===== config.mk =====
export PLATFORM = sky130hd
export DESIGN_NAME = fft_r2_stage_sequencer_flat
export DESIGN_NICKNAME = d
export VERILOG_FILES = /design/src/rtl/fft_r2_stage_sequencer_if.sv /design/src/rtl/fft_r2_stage_sequencer.sv /design/src/flat_wrapper.sv
export SDC_FILE = /design/constraint.sdc
export NUM_CORES = 1
export LEC_CHECK = 0
export BUFFER_PORTS_ARGS = -buffer_cell sky130_fd_sc_hd__buf_2
export CELL_PAD_IN_SITES_DETAIL_PLACEMENT = 1
export CELL_PAD_IN_SITES_GLOBAL_PLACEMENT = 1
export CORE_UTILIZATION = 40
export DETAILED_ROUTE_END_ITERATION = 8
export PLACE_DENSITY = 0.86
export SYNTH_ARGS = -nofsm -noshare
export SYNTH_HDL_FRONTEND = slang
export SYNTH_SLANG_ARGS = --single-unit

===== constraint.sdc =====
create_clock -name clk -period 3.9 [get_ports clk]
set_input_delay 0.78 -clock clk [delete_from_list [all_inputs] [get_ports clk]]
set_output_delay 0.78 -clock clk [all_outputs]
set_load 0.02 [all_outputs]

===== src/rtl/fft_r2_stage_sequencer_if.sv =====
// Interface bundle between the FFT stage sequencer and its datapath/RAM.
// The sequencer connects through `master`; the datapath side uses `slave`.
interface fft_r2_stage_sequencer_if #(
    parameter int N_LOG2 = 4
) ();
    // Run control
    logic              start;
    logic              modify_cfg;
    logic              hold;
    logic              busy;
    logic              done;
    logic [N_LOG2-1:0] stage;

    // Read side: RAM data pair and twiddle ROM
    logic              rd_en;
    logic [N_LOG2-1:0] rd_addr1;
    logic [N_LOG2-1:0] rd_addr2;
    logic [N_LOG2-2:0] tw_addr;

    // Butterfly control
    logic              bf_en;
    logic              bf_en_modify;

    // Write-back side
    logic              wr_en;
    logic [N_LOG2-1:0] wr_addr1;
    logic [N_LOG2-1:0] wr_addr2;

    modport master (
        input  start, modify_cfg, hold,
        output busy, done, stage,
        output rd_en, rd_addr1, rd_addr2, tw_addr,
        output bf_en, bf_en_modify,
        output wr_en, wr_addr1, wr_addr2
    );

    modport slave (
        output start, modify_cfg, hold,
        input  busy, done, stage,
        input  rd_en, rd_addr1, rd_addr2, tw_addr,
        input  bf_en, bf_en_modify,
        input  wr_en, wr_addr1, wr_addr2
    );
endinterface


===== src/rtl/fft_r2_stage_sequencer.sv =====
// Control sequencer for an in-place radix-2 DIT FFT. Walks all log2(N)
// stages, issuing one butterfly read per cycle, then aligns the butterfly
// enable and the write-back with the returning data through delay lines.
// rst_n is an active-high synchronous reset; the name is historical.
module fft_r2_stage_sequencer #(
    parameter int N_LOG2     = 4,
    parameter int MEM_RD_LAT = 1,
    parameter int BF_LAT     = 1
) (
    input  logic                     clk,
    input  logic                     rst_n,
    fft_r2_stage_sequencer_if.master bus
);
    localparam int PIPE_LEN = MEM_RD_LAT + BF_LAT;
    localparam int CNT_W    = (PIPE_LEN > 1) ? $clog2(PIPE_LEN) : 1;

    localparam logic [1:0] S_IDLE   = 2'd0;
    localparam logic [1:0] S_ISSUE  = 2'd1;
    localparam logic [1:0] S_DRAIN  = 2'd2;
    localparam logic [1:0] S_FINISH = 2'd3;

    localparam logic [N_LOG2-1:0] STAGE_ONE  = N_LOG2'(1);
    localparam logic [N_LOG2-1:0] LAST_STAGE = N_LOG2'(N_LOG2 - 1);
    localparam logic [N_LOG2-2:0] B_ONE      = (N_LOG2 - 1)'(1);
    localparam logic [N_LOG2-2:0] B_LAST     = '1;
    localparam logic [CNT_W-1:0]  CNT_ONE    = CNT_W'(1);
    localparam logic [CNT_W-1:0]  DRAIN_LAST = CNT_W'(PIPE_LEN - 1);

    logic [1:0]        state;
    logic [N_LOG2-1:0] stage_q;
    logic [N_LOG2-2:0] b_q;
    logic              mod_q;
    logic [CNT_W-1:0]  drain_cnt;

    logic              rd_en;
    logic [N_LOG2-1:0] b_ext;
    logic [N_LOG2-1:0] pos;
    logic [N_LOG2-1:0] addr1;
    logic [N_LOG2-1:0] addr2;
    logic [N_LOG2-2:0] tw;

    // Read-to-write delay line; entry i holds what was issued i+1 cycles ago.
    logic              pipe_en  [PIPE_LEN];
    logic              pipe_mod [MEM_RD_LAT];
    logic [N_LOG2-1:0] pipe_a1  [PIPE_LEN];
    logic [N_LOG2-1:0] pipe_a2  [PIPE_LEN];

    // Stage/butterfly walk: IDLE -> (ISSUE -> DRAIN) x N_LOG2 -> FINISH.
    // NOTE: state registers use non-blocking assignments so every flop samples pre-edge values.
    always_ff @(posedge clk) begin
        if (rst_n) begin
            state     <= S_IDLE;
            stage_q   <= '0;
            b_q       <= '0;
            mod_q     <= 1'b0;
            drain_cnt <= '0;
        end else begin
            case (state)
                S_IDLE: begin
                    if (bus.start) begin
                        mod_q   <= bus.modify_cfg;
                        stage_q <= '0;
                        b_q     <= '0;
                        state   <= S_ISSUE;
                    end
                end
                S_ISSUE: begin
                    if (!bus.hold) begin
                        if (b_q == B_LAST) begin
                            b_q       <= '0;
                            drain_cnt <= '0;
                            state     <= S_DRAIN;
                        end else begin
                            b_q <= b_q + B_ONE;
                        end
                    end
                end
                S_DRAIN: begin
                    // Drain length covers read + butterfly latency, so the next
                    // stage never reads a location before its write-back.
                    if (drain_cnt == DRAIN_LAST) begin
                        drain_cnt <= '0;
                        if (stage_q == LAST_STAGE) begin
                            state <= S_FINISH;
                        end else begin
                            stage_q <= stage_q + STAGE_ONE;
                            state   <= S_ISSUE;
                        end
                    end else begin
                        drain_cnt <= drain_cnt + CNT_ONE;
                    end
                end
                S_FINISH: begin
                    stage_q <= '0;
                    state   <= S_IDLE;
                end
                default: state <= S_IDLE;
            endcase
        end
    end

    // Butterfly address generation for stage s, butterfly b.
    // NOTE: every always_comb output is assigned on every path, so no latch can be inferred.
    always_comb begin
        b_ext = {1'b0, b_q};
        pos   = b_ext & ((STAGE_ONE << stage_q) - STAGE_ONE);
        addr1 = ((b_ext >> stage_q) << (stage_q + STAGE_ONE)) | pos;
        addr2 = addr1 + (STAGE_ONE << stage_q);
        tw    = (N_LOG2 - 1)'(pos << (LAST_STAGE - stage_q));
    end

    assign rd_en = (state == S_ISSUE) && !bus.hold;

    // Shift issued reads toward the butterfly and write-back ports.
    // NOTE: the delay line is reset (unlike a RAM) so a reset mid-run drops in-flight writes.
    always_ff @(posedge clk) begin
        if (rst_n) begin
            for (int i = 0; i < PIPE_LEN; i++) begin
                pipe_en[i] <= 1'b0;
                pipe_a1[i] <= '0;
                pipe_a2[i] <= '0;
            end
            for (int i = 0; i < MEM_RD_LAT; i++) begin
                pipe_mod[i] <= 1'b0;
            end
        end else begin
            pipe_en[0]  <= rd_en;
            pipe_a1[0]  <= rd_en ? addr1 : '0;
            pipe_a2[0]  <= rd_en ? addr2 : '0;
            pipe_mod[0] <= rd_en && mod_q && (stage_q == LAST_STAGE);
            for (int i = 1; i < PIPE_LEN; i++) begin
                pipe_en[i] <= pipe_en[i-1];
                pipe_a1[i] <= pipe_a1[i-1];
                pipe_a2[i] <= pipe_a2[i-1];
            end
            for (int i = 1; i < MEM_RD_LAT; i++) begin
                pipe_mod[i] <= pipe_mod[i-1];
            end
        end
    end

    assign bus.busy         = (state == S_ISSUE) || (state == S_DRAIN);
    assign bus.done         = (state == S_FINISH);
    assign bus.stage        = stage_q;
    assign bus.rd_en        = rd_en;
    assign bus.rd_addr1     = rd_en ? addr1 : '0;
    assign bus.rd_addr2     = rd_en ? addr2 : '0;
    assign bus.tw_addr      = rd_en ? tw : '0;
    assign bus.bf_en        = pipe_en[MEM_RD_LAT-1];
    assign bus.bf_en_modify = pipe_mod[MEM_RD_LAT-1];
    assign bus.wr_en        = pipe_en[PIPE_LEN-1];
    assign bus.wr_addr1     = pipe_a1[PIPE_LEN-1];
    assign bus.wr_addr2     = pipe_a2[PIPE_LEN-1];
endmodule

===== src/flat_wrapper.sv =====
// flat-port wrapper written by rule: the top's interface ports become plain ports
module fft_r2_stage_sequencer_flat 
#(
    parameter int N_LOG2     = 4,
    parameter int MEM_RD_LAT = 1,
    parameter int BF_LAT     = 1
)
  (clk, rst_n, bus_start, bus_modify_cfg, bus_hold, bus_busy, bus_done, bus_stage, bus_rd_en, bus_rd_addr1, bus_rd_addr2, bus_tw_addr, bus_bf_en, bus_bf_en_modify, bus_wr_en, bus_wr_addr1, bus_wr_addr2);
  fft_r2_stage_sequencer_if #(.N_LOG2(N_LOG2)) bus_i ();
  input  logic clk;
  input  logic rst_n;
  input wire logic [$bits(bus_i.start)-1:0] bus_start;
  input wire logic [$bits(bus_i.modify_cfg)-1:0] bus_modify_cfg;
  input wire logic [$bits(bus_i.hold)-1:0] bus_hold;
  output wire logic [$bits(bus_i.busy)-1:0] bus_busy;
  output wire logic [$bits(bus_i.done)-1:0] bus_done;
  output wire logic [$bits(bus_i.stage)-1:0] bus_stage;
  output wire logic [$bits(bus_i.rd_en)-1:0] bus_rd_en;
  output wire logic [$bits(bus_i.rd_addr1)-1:0] bus_rd_addr1;
  output wire logic [$bits(bus_i.rd_addr2)-1:0] bus_rd_addr2;
  output wire logic [$bits(bus_i.tw_addr)-1:0] bus_tw_addr;
  output wire logic [$bits(bus_i.bf_en)-1:0] bus_bf_en;
  output wire logic [$bits(bus_i.bf_en_modify)-1:0] bus_bf_en_modify;
  output wire logic [$bits(bus_i.wr_en)-1:0] bus_wr_en;
  output wire logic [$bits(bus_i.wr_addr1)-1:0] bus_wr_addr1;
  output wire logic [$bits(bus_i.wr_addr2)-1:0] bus_wr_addr2;
  assign bus_i.start = bus_start;
  assign bus_i.modify_cfg = bus_modify_cfg;
  assign bus_i.hold = bus_hold;
  assign bus_busy = bus_i.busy;
  assign bus_done = bus_i.done;
  assign bus_stage = bus_i.stage;
  assign bus_rd_en = bus_i.rd_en;
  assign bus_rd_addr1 = bus_i.rd_addr1;
  assign bus_rd_addr2 = bus_i.rd_addr2;
  assign bus_tw_addr = bus_i.tw_addr;
  assign bus_bf_en = bus_i.bf_en;
  assign bus_bf_en_modify = bus_i.bf_en_modify;
  assign bus_wr_en = bus_i.wr_en;
  assign bus_wr_addr1 = bus_i.wr_addr1;
  assign bus_wr_addr2 = bus_i.wr_addr2;
  fft_r2_stage_sequencer #(.N_LOG2(N_LOG2), .MEM_RD_LAT(MEM_RD_LAT), .BF_LAT(BF_LAT)) u_core (.clk(clk), .rst_n(rst_n), .bus(bus_i));
endmodule

==> qor.yml, run 1 <==
drt_pass1_iterations: 4
cts_buffers: 5
endpoint_kind: "output pin"
synth_nets: 227
fin_crit_sh_pct: 97.86
slew_headroom_pct: 58.12
fin_cells: 285
min_path_type: "reg2reg"
synth_xor_area_share_pct: 1.565
cts_num_sinks: 30
antenna_found_initial: 0
cts.path.max_buffers: 2
finalHoldViolCount: 0
die_w_um: 66.79
areaGrowthSynthToFinish_pct: 18.55
antenna_left: 0
fmax_mhz: 262.0
path_max_fanout: 9
synth_top_family_by_area: "simple AND/OR/NAND/NOR gates"
ir_drop_v: 0.0002236
gp_congestion: 0.7639
dp.cells: 277
timing.max_cap.violations: 0
r2r_cells: 11
nFillCells: 510
synth-compound-area-share_pct: 10.66
core_area_um2: 4029
muxShareOfSynthArea_pct: 4.769
grt_pass1_vias: 1429
setup-tns-final_ps: 0
ctsRootBufferMaster: "clkbuf_8"
clk_latency_ps: 280
antenna_cells: 0
ys_seq_area_share_pct: 35.77
drc: 0
grt_pass1_wl_um: 6444
reg2reg_from: "u_core.bus.stage[2]"
tightest_slew_ps: 622.4
synthSimpleGateAreaFrac_pct: 27.20
endpoint: "bus_rd_addr2[3]"
timing.hold.ws_ps: 439.2
power.density_nw_per_um2: 442.1
grt_remaining_overflow: 0
critPathLaunch: "u_core.bus.stage[2]"
wl_per_cell_um: 14.72
post-dp-hpwl_um: 2968
ff2ff_setup_slack_ps: 1190
syn-instance-count: 209
min-delay-start: "u_core.pipe_a1[0][2]"
synth.avg_cell_area_um2: 8.034
period_needed_ps: 3817
yosys.area_share.adder_pct: 10.13
grt_usage_pct: 19.80
synth_flop_cell: "dfxtp_1"
outcome: "finished clean"
ys_async_sr_fraction_pct: 0
drt_wl_total_um: 4196
r2r-end: "u_core.pipe_a2[0][3]"
start_util_pct: 41.68
cp.arrival_ps: 3040
grt_max_degree: 22
setup_violations: 0
clock_skew_ps: 5.600
die_h_um: 66.79
dieArea_um2: 4461
vias: 1488
cp_data_required_time_ps: 3120
cts_tree: "yes"
nets: 253
drt_iter0_drc: 82
viasPerCell: 5.221
path_clk_slew_ps: 60
yosysWarnings: 0
final_util_pct: 49.41
io_buffers: 33
path_class: "reg2out"
synth.lib_cells_used.distinct: 40
drv_slew: 0
power_leakage_uw: 0.0009460
fp-row-count: 23
ys_ff_latch: 30
setup.worst_path.start_class: "register"
io_pins: 34
synth_area_um2: 1679
drive_above_1_share_pct: 24.26
htreeDepth: 2
synth-edff-count: 0
## worst min path at each step
stage | endpoint | slack, ps | depth (start not counted)
after floorplan | u_core.pipe_a1[0][4] | 410 | 1
after global placement | u_core.pipe_a1[0][4] | 420 | 1
after detailed placement | u_core.pipe_a1[0][5] | 430 | 1
after CTS | u_core.pipe_a1[0][6] | 450 | 1
after global routing | u_core.pipe_a2[0][6] | 460 | 1
final | u_core.pipe_a1[0][6] | 440 | 1
## stage by stage
stage	total power, uW	setup slack (ps)	area, um^2
floorplan	573.4	37.69	1679
global placement	633.2	285.0	1834
detailed placement	643.3	97.07	1834
CTS	885.9	10.23	1942
global route	937.4	-52.74	1991
finish	880.0	83.49	1991
## metal layers
layer	global-route usage, %	wire [um]	vias to the layer above
met2	32.20	2073	30
met1	23.43	1880	701
met4	11.97	109	0
li1	-	-	748
met3	4.452	133	9
met5	0	0	-
## report_power, final
| part | internal [uW] | switching [uW] | total (uW) |
|---|---|---|---|
| Clock | 119 | 118 | 237 |
| Sequential | 329 | 26.9 | 356 |
| Combinational | 105 | 182 | 287 |
## flip-flops by register name, summed over array words and instances, names as in the netlist
signal / cells
u_core.bus.stage: 4
u_core.drain_cnt: 1
u_core.pipe_en: 2
u_core.pipe_a2: 8
u_core.b_q: 3
u_core.state: 2
u_core.pipe_mod: 1
u_core.pipe_a1: 8
u_core.mod_q: 1
## cell usage after synthesis, types with 3 or more instances
cell      number  area, um^2
dfxtp_1       30       600.6
nor2_1        26       97.59
inv_1         16       60.06
nand2_1       14       52.55
ha_1          12       150.1
nor2b_1       12       75.07
a21oi_1       10       50.05
clkbuf_1       9       33.78
buf_4          8       60.06
mux2i_1        8       80.08
nand3_1        8       40.04
o21ai_0        8       40.04
nor4_1         6       37.54
nand2b_1       5       31.28
nor3_1         5       25.02
xor2_1         3       26.28
## placed cells by master, fill, tap and decap left out, types with 2 or more instances in the layout
master	instances
ha_1	11
buf_2	33
nand3_1	8
clkbuf_8	5
nand4_1	2
nand2b_1	5
dfxtp_1	28
or4_1	2
and3_1	2
mux2i_1	8
nor4_1	4
o21ai_0	8
or3_1	2
dfxtp_2	2
clkinv_2	2
buf_4	4
xor2_1	3
nor2b_1	12
inv_1	16
nand2_1	13
nor3_1	4
a211oi_1	2
nor2_1	26
a21oi_1	9
## kinds of logic (layout without fill, tap and decap cells)
family	Yosys count	count (layout)
AND/OR/NAND/NOR	90	90
AO/OA/AOI/OAI	29	29
flip-flops	30	30
XOR/XNOR	3	3
adder cells (fa/ha/maj)	13	13
multiplexers	8	8
buffers and inverters	36	62
## final cells by class
cell class                 count  area [um^2]  share of cell area, %
clock inverter                 2        10.01                 0.5028
timing repair buffer          38        206.4                  10.37
multi-input combinational    143        975.9                  49.03
clock buffer                   5        68.82                  3.457
sequential                    30        603.1                  30.30
inverter                      17        63.81                  3.206
tap                           50        62.56                  3.143
## worst max-delay path, cell delays in order, from the launching register on
cell and delay (ps):
dfxtp_2 370, nor3_4 250, nand2_1 160, ha_1 260, xor2_1 170, a32oi_1 230
inv_1 90, ha_1 340, a21oi_2 200, nand2_2 110, nor4_4 320, nor4_2 80
buf_2 180
## timing repair
item / CTS / global route
setup endpoints to repair: 1 / 3
setup buffers: 0 / 1
resized for setup: 7 / 7
pin swaps: 1 / 1
hold buffers: 0 / 0
No activity file was read; power rests on OpenSTA's default activity.
==> inputs of run 2 (changes only) <==
- CORE_UTILIZATION: 40 -> 36
- PLACE_DENSITY: 0.86 -> 0.82
- SETUP_SLACK_MARGIN: unset -> 0.5
- clock period: 3.9 -> 3.12 ns (I/O delays scaled with it)
==> run 2 against run 1 <==
Against the previous run: the flow now finishes with violations (setup timing); sequential share of layout area decreased by 5.2 points; via count increased by 14%; setup slack got worse by 500 ps; sequential power increased by 21%; wire length increased by 26%; die area increased by 11%; final cell count increased by 12%; cell area increased by 22%; combinational power increased by 59%; core utilization increased by 5.6 points; first-iteration DRC count decreased by 20%; critical path depth unchanged; critical path type unchanged; critical endpoint unchanged; largest cell class unchanged; largest power group is now combinational cells; highest routed layer unchanged.
==> qor.yml, run 2 (synthesized netlist as in run 1, its figures left out) <==
ir_drop_v: 0.0003086  # +38%
path_max_fanout: 4  # -5
nets: 286  # +13%
slowest_delay_ps: 370  # about the same
areaGrowthSynthToFinish_pct: 44.63
drt_iter0_drc: 66  # -20%
drt_pass1_iterations: 4  # unchanged
drc: 0  # unchanged
fmax_mhz: 282.9
power_leakage_uw: 0.001100  # +16%
timing.max_cap.violations: 0  # unchanged
htreeDepth: 2  # unchanged
outcome: "complete, but fails checks"
fp-row-count: 24  # +4.3%
final_common_cell: "buf_4"
gp_congestion: 0.7759  # +1.6%
path_class: "reg2out"
grt_usage_pct: 21.79  # +2.0 points
grt_remaining_overflow: 0  # unchanged
slew_headroom_pct: 63.41  # +5.3 points
drt_wl_total_um: 5281  # +26%
ff2ff_setup_slack_ps: 340  # -850 ps
setup-tns-final_ps: -540.9  # -540.9 ps
vias: 1689  # +14%
period_needed_ps: 3534
io_pins: 34  # unchanged
grt_max_degree: 22  # unchanged
viasPerCell: 5.278  # +1.1%
drv_slew: 0  # unchanged
cts_buffers: 5  # unchanged
drive_above_1_share_pct: 42.54  # +18 points
grt_pass1_vias: 1694  # +19%
cp_data_required_time_ps: 2500  # -620 ps
dieArea_um2: 4941  # +11%
setup_violations: 3  # +3
rsz0062_at_grt: "true"
min_path_type: "reg2reg"
core_area_um2: 4414  # +9.6%
cts_hold_buf: 0  # unchanged
fin_crit_sh_pct: 113.3
final_util_pct: 55.02  # +5.6 points
tightest_slew_ps: 546.8  # -75.57 ps
antenna_cells: 0  # unchanged
power.density_nw_per_um2: 490.8  # +11%
cts_num_sinks: 30  # unchanged
violations: "setup timing"
crit_chain: "nor3_4, nand2_2, ha_4, xor2_1, a32oi_2, inv_2, ha_4, nand3_2, a22o_1, mux2i_4, nor4_4, buf_4"
start_util_pct: 38.04  # -3.6 points
io_buffers: 33  # unchanged
antenna_left: 0  # unchanged
cp_common_cell: "ha_4"
grt_pass1_wl_um: 8266  # +28%
wl_per_cell_um: 16.50  # +12%
die_h_um: 70.30  # +5.2%
setup.worst_path.start_class: "register"
cp.arrival_ps: 2910  # -130 ps
finalHoldViolCount: 0  # unchanged
ctsRootBufferMaster: "clkbuf_8"
clk_latency_ps: 290  # about the same
nFillCells: 536  # +5.1%
crit_path_top_delay_cell: "dfxtp_4"
endpoint_kind: "output pin"
setup_ws_ps: -414.2  # -497.7 ps
cts_tree: "yes"
antenna_found_initial: 0  # unchanged
die_w_um: 70.30  # +5.2%
cts.path.max_buffers: 2  # unchanged
post-dp-hpwl_um: 3109  # +4.8%
final_cell_mix: "buf_4 (41), buf_2 (26), dfxtp_1 (26), nor2_1 (23), inv_1 (12)"
path_clk_slew_ps: 70  # about the same
timing.hold.ws_ps: 440.3  # +1.176 ps
clock_skew_ps: 8.227  # +2.627 ps
run 2: cell types whose count changed in the layout (fill, tap and decap cells not counted), moves of 2 or more:
| cell | previous run | this run |
|---|---|---|
| buf_2 | 33 | 26 |
| buf_4 | 4 | 41 |
| buf_6 | 1 | 4 |
| dfxtp_1 | 28 | 26 |
| dfxtp_4 | 0 | 2 |
| ha_1 | 11 | 7 |
| ha_4 | 1 | 4 |
| inv_1 | 16 | 12 |
| inv_2 | 1 | 5 |
| nand2_1 | 13 | 11 |
| nor2_1 | 26 | 23 |
| nor2_4 | 0 | 2 |
| o21ai_0 | 8 | 6 |
run 2: routing by layer:
metal / up-vias / track usage [%] / part of all wire (%)
li1: 815 / - / -
met1: 810 / 22.89 / 39
met2: 47 / 40.11 / 53
met3: 17 / 5.051 / 3.9
met4: 0 / 10.67 / 4.0
met5: - / 0 / 0
run 2: final timing paths:
path,endpoint,from,cells after the start
worst max-delay path,bus_rd_addr2[3],u_core.bus.stage[1],12
worst min-delay path,u_core.pipe_a1[0][5],u_core.pipe_a1[0][1],1
worst max register to register,u_core.pipe_a2[0][3],u_core.bus.stage[1],13
worst min register to register,u_core.pipe_a1[0][5],u_core.pipe_a1[0][1],1
run 2: stage by stage:
step	setup WS [ps]	instance area (um^2)	cells	power, uW
after global routing	-555.9	2429	320	1259
after global placement	62.48	2026	290	826.9
after detailed placement	-34.87	2026	290	841.4
final	-414.2	2429	320	1192
after CTS	-228.4	2327	313	1170
after floorplan	83.60	1807	209	736.8
run 2: area by class of cell:
| type | instances | area (um^2) | area share [%] |
|---|---|---|---|
| multi-input cells | 143 | 1127 | 46.42 |
| flip-flops and latches | 30 | 610.6 | 25.14 |
| repair buffers | 71 | 483.0 | 19.89 |
| clock buffers | 5 | 68.82 | 2.834 |
| well taps | 52 | 65.06 | 2.679 |
| inverters | 17 | 63.81 | 2.628 |
| clock inverters | 2 | 10.01 | 0.4122 |
run 2: repair_timing:
item                                    CTS  global route
gates cloned                              0             0
buffers inserted                         16             7
resized for setup                        24            11
endpoints found under the setup margin    6            12
pin swaps                                11             7
hold endpoints to repair                  0             0
run 2: critical path, delay by kind of cell (launching register included):
family	cells	cell delay (ps)
xor+xnor	1	160
compound gates	2	540
simple gates	4	580
mux	1	220
fa+ha+maj	2	480
flops	1	370
buf+inv	2	250
run 2: power breakdown:
| part | total [uW] | switching [uW] | internal (uW) |
|---|---|---|---|
| Sequential | 432 | 22.2 | 410 |
| Combinational | 456 | 272 | 184 |
| Clock | 304 | 154 | 149 |
| Total | 1190 | 448 | 744 |
==> inputs of run 3 (changes only) <==
- RECOVER_POWER: unset -> 100
==> run 3 against run 2 <==
Against the previous run: the flow still finishes with violations (setup timing); register-to-register slack is essentially flat; worst hold slack unchanged; die area stayed put; sequential power is essentially flat; setup slack worse by 1.2 ps; final cell count is the same; non-clock buffer count stayed put; total power decreased by 0.43%; clock power about the same; via count shrank 0.53%; maximum frequency hardly changed; cell area is 0.93% lower; critical endpoint unchanged; highest routed layer unchanged.
==> qor.yml, run 3 (synthesized netlist as in run 1, its figures left out) <==
drt_wl_total_um: 5292  # +0.21%
min_path_type: "reg2reg"
grt_remaining_overflow: 0  # unchanged
viasPerCell: 5.250  # -0.53%
wl_per_cell_um: 16.54  # +0.21%
ctsRootBufferMaster: "clkbuf_8"
rsz0062_at_grt: "true"
cp.arrival_ps: 2910  # about the same
grt_pass1_vias: 1694  # unchanged
drt_pass1_iterations: 4  # unchanged
setup-tns-final_ps: -540.2  # +0.6150 ps
dieArea_um2: 4941  # unchanged
place_area_um2: 2026  # unchanged
drv_slew: 0  # unchanged
antenna_cells: 0  # unchanged
period_needed_ps: 3535  # +1.219 ps
outcome: "complete, but fails checks"
core_area_um2: 4414  # unchanged
cp_data_required_time_ps: 2500  # about the same
post-dp-hpwl_um: 3109  # unchanged
slew_headroom_pct: 35.12  # -28 points
path_max_fanout: 4  # unchanged
drive_above_1_share_pct: 36.19  # -6.3 points
io_buffers: 33  # unchanged
cts_hold_buf: 0  # unchanged
io_pins: 34  # unchanged
nets: 286  # unchanged
timing.hold.ws_ps: 440.3  # unchanged
final_cell_mix: "buf_4 (41), dfxtp_1 (26), nor2_1 (23), clkbuf_1 (16), inv_1 (12)"
endpoint_kind: "output pin"
grt_max_degree: 22  # unchanged
antenna_found_initial: 0  # unchanged
antenna_left: 0  # unchanged
clk_latency_ps: 290  # about the same
timing.max_cap.violations: 0  # unchanged
start_util_pct: 38.04  # unchanged
r2r_cells: 13  # unchanged
worstHoldPathCells: 1  # unchanged
die_w_um: 70.30  # unchanged
cts_tree: "yes"
vias: 1680  # -0.53%
fmax_mhz: 282.8  # about the same
fp-row-count: 24  # unchanged
design_area_um2: 2406  # -0.93%
fin_crit_sh_pct: 113.3  # about the same
grt_pass1_wl_um: 8266  # unchanged
fin_cells: 320  # unchanged
drt_iter0_drc: 63  # -4.5%
tightest_slew_ps: 973.2  # +426.3 ps
clock_skew_ps: 7.734  # -0.4931 ps
setup_ws_ps: -415.5  # -1.219 ps
holdPathEnd: "u_core.pipe_a1[0][5]"
cts.path.max_buffers: 2  # unchanged
power_leakage_uw: 0.001032  # -6.1%
reg2reg_from: "u_core.bus.stage[1]"
r2r-end: "u_core.pipe_a2[0][3]"
setup_violations: 3  # unchanged
drc: 0  # unchanged
areaGrowthSynthToFinish_pct: 43.29
gp_congestion: 0.7759  # unchanged
ff2ff_setup_slack_ps: 330  # about the same
violations: "setup timing"
ir_drop_v: 0.0003070  # -0.54%
critPathLaunch: "u_core.bus.stage[1]"
cts_buffers: 5  # unchanged
power.density_nw_per_um2: 493.3  # +0.50%
dp.cells: 290  # unchanged
grt_usage_pct: 21.79  # unchanged
finalHoldViolCount: 0  # unchanged
htreeDepth: 2  # unchanged
path_class: "reg2out"
path_clk_slew_ps: 70  # about the same
setup.worst_path.start_class: "register"
min-delay-start: "u_core.pipe_a1[0][1]"
cts_num_sinks: 30  # unchanged
die_h_um: 70.30  # unchanged
final_common_cell: "buf_4"
==> run 3: cell types whose count changed in the layout (fill, tap and decap cells not counted) <==
cell / previous run / this run
buf_2: 26 / 10
clkbuf_1: 0 / 16
ha_1: 7 / 8
ha_2: 1 / 0
==> run 3: where the power goes <==
| group | switching [uW] | leakage (uW) | total [uW] | internal (uW) |
|---|---|---|---|---|
| clock network | 154 | 0.0000438 | 303 | 149 |
| registers | 21.9 | 0.000245 | 432 | 410 |
| logic | 272 | 0.000743 | 452 | 180 |
| total | 447 | 0.00103 | 1190 | 739 |
==> run 3: area by class of cell <==
cell class	count	area [um^2]
clock buffer	5	68.82
clock inverter	2	10.01
fill	541	2008
inverter	17	63.81
multi-input combinational	143	1125
sequential	30	610.6
tap	52	65.06
timing repair buffer	71	462.9
==> run 3: through the flow <==
step                      util (%)  setup WS [ps]  power (uW)
after CTS                    52.72         -228.4        1170
after global placement       45.89          62.48       826.9
after floorplan                  -          83.60       736.8
after detailed placement     45.89         -34.87       841.4
after global routing         54.51         -555.9        1255
final                        54.51         -415.5        1187
==> run 3: worst max-delay path, cell delays in order (launching register included) <==
cell and delay [ps]:
dfxtp_4 370, nor3_4 280, nand2_2 120, ha_4 180, xor2_1 160, a32oi_2 240, inv_2 80, ha_4 300
nand3_2 130, a22o_1 300, mux2i_4 220, nor4_4 60, buf_4 170
==> run 3: worst max-delay path by stage <==
| stage | endpoint | slack (ps) |
|---|---|---|
| 5_1_grt | bus_rd_addr2[3] | -560 |
| 6_report | bus_rd_addr2[3] | -420 |
| 3_3_place_gp | bus_rd_addr2[3] | 60 |
| 3_5_place_dp | bus_rd_addr2[3] | -30 |
| 2_1_floorplan | bus_rd_addr2[3] | 80 |
| 4_1_cts | bus_rd_addr2[3] | -230 |
==> run 3: metal layers <==
metal	GRT usage, %	share of wire (%)
met3	5.051	3.4
met5	0	0
met1	22.89	40
met2	40.11	53
met4	10.67	4.0
==> run 3: repair_timing <==
action	in CTS	in global routing
endpoints found under the setup margin	6	12
gates resized for setup	24	11
pin swaps	11	7
buffers inserted	16	7
